$ cat config.mk
export PLATFORM = sky130hd
export DESIGN_NAME = photon_driver
export DESIGN_NICKNAME = d
export VERILOG_FILES = /design/src/rtl/photon_pkg.sv /design/src/rtl/photon_drv_watchdog.sv /design/src/rtl/photon_driver.sv
export SDC_FILE = /design/constraint.sdc
export NUM_CORES = 1
export LEC_CHECK = 0
export CORE_MARGIN = 2
export CORE_UTILIZATION = 30
export DETAILED_ROUTE_END_ITERATION = 8
export SYNTH_ARGS = -nofsm -noshare
export SYNTH_HDL_FRONTEND = slang
export SYNTH_SLANG_ARGS = --single-unit
$ cat constraint.sdc
create_clock -name clk -period 18.37 [get_ports clk]
set_input_delay 3.674 -clock clk [delete_from_list [all_inputs] [get_ports clk]]
set_output_delay 3.674 -clock clk [all_outputs]
set_load 0.01 [all_outputs]
$ cat src/rtl/photon_pkg.sv
// photon_pkg: shared opcodes, core state encoding and the driver FSM state type for the photon hash slice.
package photon_pkg;

  localparam int PHOTON_WORDS = 8;

  typedef enum logic [2:0] {
    OP_NONE  = 3'd0,
    OP_WRITE = 3'd1,
    OP_READ  = 3'd2,
    OP_HASH  = 3'd3,
    OP_CHECK = 3'd4
  } photon_opcode;

  typedef enum logic [1:0] {
    PH_WAIT    = 2'd0,
    PH_ABSORB  = 2'd1,
    PH_PERMUTE = 2'd2,
    PH_SQUEEZE = 2'd3
  } photon_state;

  typedef enum logic [2:0] {
    DRV_IDLE   = 3'd0,
    DRV_LOAD   = 3'd1,
    DRV_KICK   = 3'd2,
    DRV_SETTLE = 3'd3,
    DRV_POLL   = 3'd4,
    DRV_READ   = 3'd5,
    DRV_DONE   = 3'd6
  } photon_drv_state_t;

  function automatic logic [31:0] word_of(input logic [255:0] blk, input logic [2:0] idx);
    return blk[{idx, 5'b00000} +: 32];
  endfunction

endpackage

$ cat src/rtl/photon_drv_watchdog.sv
// photon_drv_watchdog: counts consecutive POLL cycles and flags when the limit is reached.
// Only exists when PHOTON_DRV_TIMEOUT_EN is defined.
`ifdef PHOTON_DRV_TIMEOUT_EN
module photon_drv_watchdog #(
  parameter int TIMEOUT_CYCLES = 4096
) (
  input  logic clk,
  input  logic rst,
  input  logic en_i,
  output logic expired_o
);

  localparam int CW = $clog2(TIMEOUT_CYCLES) + 1;
  localparam logic [CW-1:0] LIMIT = CW'(TIMEOUT_CYCLES - 1);

  logic [CW-1:0] count_q, count_d;

  // Counter restarts whenever the driver leaves POLL and saturates at the limit.
  always_comb begin
    count_d = count_q;
    if (!en_i) begin
      count_d = '0;
    end else if (count_q != LIMIT) begin
      count_d = count_q + 1'b1;
    end
  end

  always_ff @(posedge clk or posedge rst) begin
    if (rst) begin
      count_q <= '0;
    end else begin
      count_q <= count_d;
    end
  end

  assign expired_o = en_i && (count_q == LIMIT);

endmodule
`endif

$ cat src/rtl/photon_driver.sv
// photon_driver: sole bus master of the photon core; loads a 256-bit block, hashes, polls and returns the digest.
// Define PHOTON_DRV_TIMEOUT_EN to add a POLL watchdog that aborts with err and an all-zero digest.
module photon_driver
  import photon_pkg::*;
#(
  parameter int WORDS         = PHOTON_WORDS,
  parameter int SETTLE_CYCLES = 2
`ifdef PHOTON_DRV_TIMEOUT_EN
  ,
  parameter int TIMEOUT_CYCLES = 4096
`endif
) (
  input  logic         clk,
  input  logic         rst,
  input  logic         msg_valid,
  output logic         msg_ready,
  input  logic [255:0] msg_data,
  output logic         dig_valid,
  input  logic         dig_ready,
  output logic [255:0] dig_data,
  output logic         busy,
  output logic         err,
  output logic [2:0]   ph_opcode,
  output logic [2:0]   ph_addr,
  output logic [31:0]  ph_data_in,
  input  logic [31:0]  ph_data_out,
  input  logic         ph_ready
);

  localparam logic [2:0] LAST_WORD = 3'(WORDS - 1);
  localparam int SW = (SETTLE_CYCLES > 1) ? $clog2(SETTLE_CYCLES) : 1;
  localparam logic [SW-1:0] LAST_SETTLE = SW'(SETTLE_CYCLES - 1);

  photon_drv_state_t state_q, state_d;
  logic [2:0]        cnt_q, cnt_d;
  logic [SW-1:0]     settle_q, settle_d;
  logic [255:0]      msg_q, msg_d;
  logic [255:0]      dig_q, dig_d;
  photon_opcode      op_q, op_d;
  logic [2:0]        addr_q, addr_d;
  logic [31:0]       wdata_q, wdata_d;
  logic              pollDone;

  assign pollDone = ph_data_out[0] & ph_ready;

`ifdef PHOTON_DRV_TIMEOUT_EN
  logic wdFire;
  logic err_q;

  photon_drv_watchdog #(
    .TIMEOUT_CYCLES(TIMEOUT_CYCLES)
  ) u_watchdog (
    .clk      (clk),
    .rst      (rst),
    .en_i     (state_q == DRV_POLL),
    .expired_o(wdFire)
  );

  always_ff @(posedge clk or posedge rst) begin
    if (rst) begin
      err_q <= 1'b0;
    end else if (state_q == DRV_POLL && !pollDone && wdFire) begin
      err_q <= 1'b1;
    end
  end

  assign err = err_q;
`else
  assign err = 1'b0;
`endif

  // Next-state logic; the bus outputs are then derived from the next state so they are registered.
  always_comb begin
    state_d  = state_q;
    cnt_d    = cnt_q;
    settle_d = settle_q;
    msg_d    = msg_q;
    dig_d    = dig_q;
    op_d     = OP_NONE;
    addr_d   = 3'd0;
    wdata_d  = 32'd0;

    unique case (state_q)
      DRV_IDLE: begin
        if (msg_valid) begin
          msg_d   = msg_data;
          cnt_d   = 3'd0;
          state_d = DRV_LOAD;
        end
      end
      DRV_LOAD: begin
        if (cnt_q == LAST_WORD) begin
          cnt_d   = 3'd0;
          state_d = DRV_KICK;
        end else begin
          cnt_d = cnt_q + 3'd1;
        end
      end
      DRV_KICK: begin
        if (op_q == OP_HASH) begin
          settle_d = '0;
          state_d  = DRV_SETTLE;
        end
      end
      DRV_SETTLE: begin
        if (settle_q == LAST_SETTLE) begin
          settle_d = '0;
          state_d  = DRV_POLL;
        end else begin
          settle_d = settle_q + 1'b1;
        end
      end
      DRV_POLL: begin
        if (pollDone) begin
          cnt_d   = 3'd0;
          state_d = DRV_READ;
        end
`ifdef PHOTON_DRV_TIMEOUT_EN
        else if (wdFire) begin
          dig_d   = '0;
          state_d = DRV_DONE;
        end
`endif
      end
      DRV_READ: begin
        dig_d[{cnt_q, 5'b00000} +: 32] = ph_data_out;
        if (cnt_q == LAST_WORD) begin
          cnt_d   = 3'd0;
          state_d = DRV_DONE;
        end else begin
          cnt_d = cnt_q + 3'd1;
        end
      end
      DRV_DONE: begin
        if (dig_ready) begin
          state_d = DRV_IDLE;
        end
      end
      default: state_d = DRV_IDLE;
    endcase

    // HASH is only launched when the core reported idle on the previous cycle.
    case (state_d)
      DRV_LOAD: begin
        op_d    = OP_WRITE;
        addr_d  = cnt_d;
        wdata_d = word_of(msg_d, cnt_d);
      end
      DRV_KICK: begin
        if (ph_ready) begin
          op_d = OP_HASH;
        end
      end
      DRV_POLL: op_d = OP_CHECK;
      DRV_READ: begin
        op_d   = OP_READ;
        addr_d = cnt_d;
      end
      default: op_d = OP_NONE;
    endcase
  end

  always_ff @(posedge clk or posedge rst) begin
    if (rst) begin
      state_q  <= DRV_IDLE;
      cnt_q    <= 3'd0;
      settle_q <= '0;
      msg_q    <= '0;
      dig_q    <= '0;
      op_q     <= OP_NONE;
      addr_q   <= 3'd0;
      wdata_q  <= 32'd0;
    end else begin
      state_q  <= state_d;
      cnt_q    <= cnt_d;
      settle_q <= settle_d;
      msg_q    <= msg_d;
      dig_q    <= dig_d;
      op_q     <= op_d;
      addr_q   <= addr_d;
      wdata_q  <= wdata_d;
    end
  end

  assign msg_ready  = (state_q == DRV_IDLE);
  assign dig_valid  = (state_q == DRV_DONE);
  assign busy       = (state_q != DRV_IDLE);
  assign dig_data   = dig_q;
  assign ph_opcode  = op_q;
  assign ph_addr    = addr_q;
  assign ph_data_in = wdata_q;

endmodule

==> out/metrics.yaml <==
cts_inserted_buffers: 67
rrSetupSlack_ns: 14.34
arrival_ns: 7.50
switching_share_pct: 38.1
yosys.area.top_type: "dfrtp_1"
criticalPathCategory: "input pin to register"
reg2reg_from: "state_q[2]$_DFF_PP0_"
antenna_found_initial: 33
tightest_slew_ns: 1.12
post-synth-top-count-cell: "dfrtp_1"
hold_path_depth: 1
synthTopCellsByCount: "557 x dfrtp_1, 356 x nand2_1, 193 x mux2i_1"
post-route-min-period_ns: 7.01
insertion_delay_ns: 0.59
p_leak_nw: 14.1
nFillCells: 6953
die_w_um: 280
synthArstFlopShare_pct: 100
drc: 0
start_util_pct: 30.2
rsz0062_at_grt: "false"
die_h_um: 280
postRouteWirelength_um: 79700
grt_max_degree: 182
finalSetupViolCount: 0
hold_viol_final: 0
via_count: 16385
io_pins: 591
clockBufferDepth: 3
overflow: 0
p_clk_share_pct: 20.4
synth.top_cells.by_area: "dfrtp_1 61%, mux2_1 8.8%, mux2i_1 8.5%"
grt_use_total_pct: 20.2
tns_ns: 0
max-slew-margin-rel_pct: 25.1
yosysSeqAreaShare_pct: 61.0
fin_hold_ws_ns: 0.477
critPathMaxStageDelay_ns: 0.63
syn_nets: 2138
cts_sinks: 557
cts.reportedPaths.clkPinSlew_ns: 0.05
yosysUniqueCellTypes: 37
via_per_inst: 4.76
area_growth_pct: 39.8
root_buffer: "clkbuf_16"
synth_top_cell_area_share_pct: 61.0
r2r_end: "ph_data_in[1]$_DFF_PP0_"
multi_input_area_um2: 8410
end_kind: "register"
nets: 2704
clock.fmax_mhz: 143
htree_levels: 3
cts_tree: "done"
critPathSlowestCell: "buf_4"
regArea_um2: 13900
crit_path_max_fanout: 165
crit_path_start_kind: "input pin"
p_comb_share_pct: 47.6
cts_resized: 0
holdPathEnd: "msg_q[110]$_DFF_PP0_"
outcome: "completed"
dieArea_um2: 78400
synth_seq_cells: 557
drive_gt1_share_pct: 10.6
path_delay_family: "buffers and inverters"
ir_drop_mv: 0.135
drt_iter0_drc: 889
wl_per_cell_um: 23.2
seqPwrFrac_pct: 32.0
gp_congestion: 0.879
port_buffers: 589
hold_start: "msg_q[110]$_DFF_PP0_"
yosys_most_used_dff: "dfrtp_1"
synth_edf_count: 0
path_buf_inv: 4
power.internal_mw: 3.95
fin_skew_ns: 0.0190
power.density_nw_per_um2: 200
hp-class: "register to register"
fin_util_pct: 42.2
syn_area_um2: 22900
switchingPower_mw: 2.43
postCtsSetupBuffers: 0
cap_violations: 0
synthCells: 1839
crit_chain: "clkdlybuf4s50_1, nand2b_1, nor3_4, buf_4, buf_4, buf_12, mux2_2, mux2i_1, mux2i_1, a22o_1"
yosys_warnings: 0
period_share_pct: 38.2
slew_violations: 0
ant_nets: 0
hpwl_um: 58100
drtPass1Iterations: 4
num_rows: 101
avgSynthCellArea_um2: 12.4
grt_pass1_vias: 17467
grt_pass1_wl_um: 116000
reg2reg_depth: 9
coreArea_um2: 75700
crit_required_ns: 18.85
cts_hold_buf: 0
worst max path at each step:
stage                         from                       to  slack (ns)  depth (start not counted)
global route             msg_valid  ph_data_in[6]$_DFF_PP0_       11.10                         10
CTS                 ph_data_out[0]  ph_data_in[7]$_DFF_PP0_       11.18                          9
floorplan                      rst       cnt_q[0]$_DFF_PP0_        7.11                          1
detailed placement  ph_data_out[0]  ph_data_in[7]$_DFF_PP0_       10.54                          9
finish                   msg_valid  ph_data_in[1]$_DFF_PP0_       11.36                         10
global placement    ph_data_out[0]  ph_data_in[7]$_DFF_PP0_       10.53                          9
per-layer routing:
metal,track usage (%),wire (um),up-vias,share of wire (%)
met3,8.36,7710,144,9.7
met1,22.3,29800,8155,37
met2,35.0,39700,538,50
li1,-,-,7500,-
met4,6.71,2100,48,2.6
met5,0,325,-,0.41
kinds of logic (layout without fill, tap and decap cells):
logic type               after synthesis  count (layout)  share of synthesized area [%]
flip-flops                           557             557                           61.0
multiplexers                         482             482                           22.7
AND/OR/NAND/NOR                      397             397                           6.94
AO/OA/AOI/OAI                        266             266                           6.39
buffers and inverters                130             744                           2.62
adder cells (fa/ha/maj)                6               6                          0.328
other                                  1              11                         0.0164
power by group through the flow:
stage / Combinational (mW) / Clock [mW] / Sequential, mW
after floorplan: 1.63 / 0 / 2.12
after global placement: 3.08 / 0 / 2.04
after detailed placement: 3.13 / 0 / 2.07
after CTS: 3.13 / 1.34 / 2.05
after global routing: 3.29 / 1.40 / 2.11
final: 3.04 / 1.30 / 2.04
layout make-up:
class | instances | area share (%)
flip-flops and latches | 557 | 43.6
multi-input cells | 1152 | 26.3
repair buffers | 616 | 19.2
clock buffers | 94 | 6.10
well taps | 978 | 3.83
clock inverters | 23 | 0.728
inverters | 11 | 0.157
diodes | 10 | 0.0783
cells in the final DEF, fill, tap and decap left out, types with 8 or more instances in the layout:
cell type / instances
mux2i_1: 193
clkbuf_8: 15
o21ai_0: 154
a22o_1: 32
inv_1: 8
buf_4: 25
clkbuf_1: 11
clkinv_2: 12
clkbuf_16: 68
mux2_2: 110
nand2_1: 356
o21ai_1: 73
dfrtp_1: 557
diode_2: 10
mux2_1: 178
clkdlybuf4s50_1: 589
stage by stage:
| step | total power [mW] | area, um2 | cells | setup slack, ns |
|---|---|---|---|---|
| 2_1_floorplan | 3.76 | 22900 | 1839 | 7.11 |
| 3_3_place_gp | 5.12 | 29700 | 3314 | 10.53 |
| 3_5_place_dp | 5.20 | 29700 | 3314 | 10.54 |
| 4_1_cts | 6.53 | 31900 | 3431 | 11.18 |
| 5_1_grt | 6.80 | 31900 | 3431 | 11.10 |
| 6_report | 6.39 | 31900 | 3441 | 11.36 |
worst reg2reg max path: stages (launching register included):
cell and delay (ns):
dfrtp_1 0.48, nand2b_1 0.24, nor3_4 0.12, buf_4 0.53, buf_4 0.65, buf_12 0.60
mux2_2 0.78, mux2i_1 0.15, mux2i_1 0.15, a22o_1 0.23
sequential cells by signal, indices dropped and copies added (netlist names):
register    count
ph_opcode       3
settle_q        1
msg_q         256
state_q         3
ph_data_in     32
dig_data      256
cnt_q           3
ph_addr         3
No activity file was read; power rests on OpenSTA's default activity.
==> patch: new RTL, config.mk and constraints unchanged <==
The option `PHOTON_DRV_TIMEOUT_EN` is turned on by a define.
--- a/src/rtl/photon_drv_watchdog.sv
+++ b/src/rtl/photon_drv_watchdog.sv
@@ -1,5 +1,7 @@
 // photon_drv_watchdog: counts consecutive POLL cycles and flags when the limit is reached.
 // Only exists when PHOTON_DRV_TIMEOUT_EN is defined.
+`define PHOTON_DRV_TIMEOUT_EN
+
 `ifdef PHOTON_DRV_TIMEOUT_EN
 module photon_drv_watchdog #(
   parameter int TIMEOUT_CYCLES = 4096
Check against the original RTL: not settled (the Yosys comparison gave no result); the edit may change what the design does.
==> patch against the original RTL <==
- design area is 0.73% higher
- synthesized area is 1.3% higher
- maximum frequency is 14% lower
- via count is 3.5% lower
- highest routed layer unchanged
- sequential cell count is 14 higher
- register-to-register slack worse by 1.2 ns
- worst setup slack worse by 1.1 ns
- critical path type unchanged
- count of clock-buffer cells in the layout is 1 lower
- critical endpoint is now ph_data_in[18]$_DFF_PP0_
- wire length is 5.7% lower
- power is 0.51% lower
==> patch: results (changes against the original RTL) <==
----------------------------------------------------
[Detailed routing]
  Total length of routed wires ... 75.2 mm (was 79.7 mm)
  Detailed-router iteration count before antenna repair ... 5 (was 4)
  Met3 WL ... 6.25 mm (was 7.71 mm)
  Initial DRC count ... 868 (was 889)
  Met2 WL ... 36.7 mm (was 39.7 mm)
  Average wire per cell in the routed design ... 23.5 um (was 23.2 um)

[Global route]
  Number of global-route vias before repair ... 16.9k (was 17.5k)
  M1 GR Usage ... 22.5% (was 22.3%)
  Overall fraction of global-route tracks in use ... 18.5% (was 20.2%)
  GR Util met2 ... 31.5% (was 35.0%)
  Wire length of the first global-routing pass ... 111 mm (was 116 mm)

[Clock network]
  Clock insertion delay at the later pin of the skew report ... 0.61 ns (was 0.59 ns)
  Inserted Clock Buffers ... 60 (was 67)

[Power and ir drop]
  Worst vdd ir ... 0.163 mV (was 0.135 mV)

[Finish]
  Count of inverters not on the clock network in the layout ... 12 (was 11)
  Final core area utilization ... 42.2% (about the same)
  Count of plain and timing-repair buffers ... 615 (was 616)
  Multi-input gates ... 864 (was 1152)
  Layout clock buffers ... 93 (was 94)
  Non-clock buffer share of cell area ... 19.0% (was 19.2%)

[Synthesis]
  #FFs+latches synth ... 571 (was 557)
  Yosys cell types ... 47 (was 37)

[Floorplan]
  Area inside the core boundary ... 76200 sq um (was 75700 sq um)

[Placed design]
  Final HPWL DP ... 53.0 mm (was 58.1 mm)

[Hold path]
  Worst hold start ... err$_DFFE_PP0P_ (was msg_q[110]$_DFF_PP0_)
  Sink of the worst hold path ... err$_DFFE_PP0P_ (was msg_q[110]$_DFF_PP0_)

[Run status]
  Status ... finished, final reports clean (unchanged)

[STA]
  Clock skew after layout ... 0.0150 ns (was 0.0190 ns)

----------------------------------------------------
## patch: changes by cell type in the layout (fill, tap and decap cells not counted), sizes merged, moves of 8 or more
cell | before | now
o21ai | 227 | 9
dfrtp | 557 | 571
mux2 | 288 | 268
mux2i | 194 | 182
clkinv | 13 | 5
nand2 | 356 | 13
nor2 | 6 | 20
o2bb2ai | 0 | 12
a22o | 32 | 276
## patch: power breakdown
group          leakage [nW]  total [mW]  internal (mW)  switching [mW]
registers              6.84        2.16           1.88           0.282
logic                  6.15        2.93           1.60            1.33
clock network          1.01        1.26          0.757           0.498
total                  14.0        6.35           4.24            2.11
## patch: cell families after synthesis
family | after synthesis | synth area share [%]
xor+xnor | 8 | 0.302
flops | 571 | 61.7
buf+inv | 155 | 2.91
mux | 450 | 20.9
simple gates | 80 | 2.00
fa+ha+maj | 8 | 0.432
compound gates | 318 | 11.8
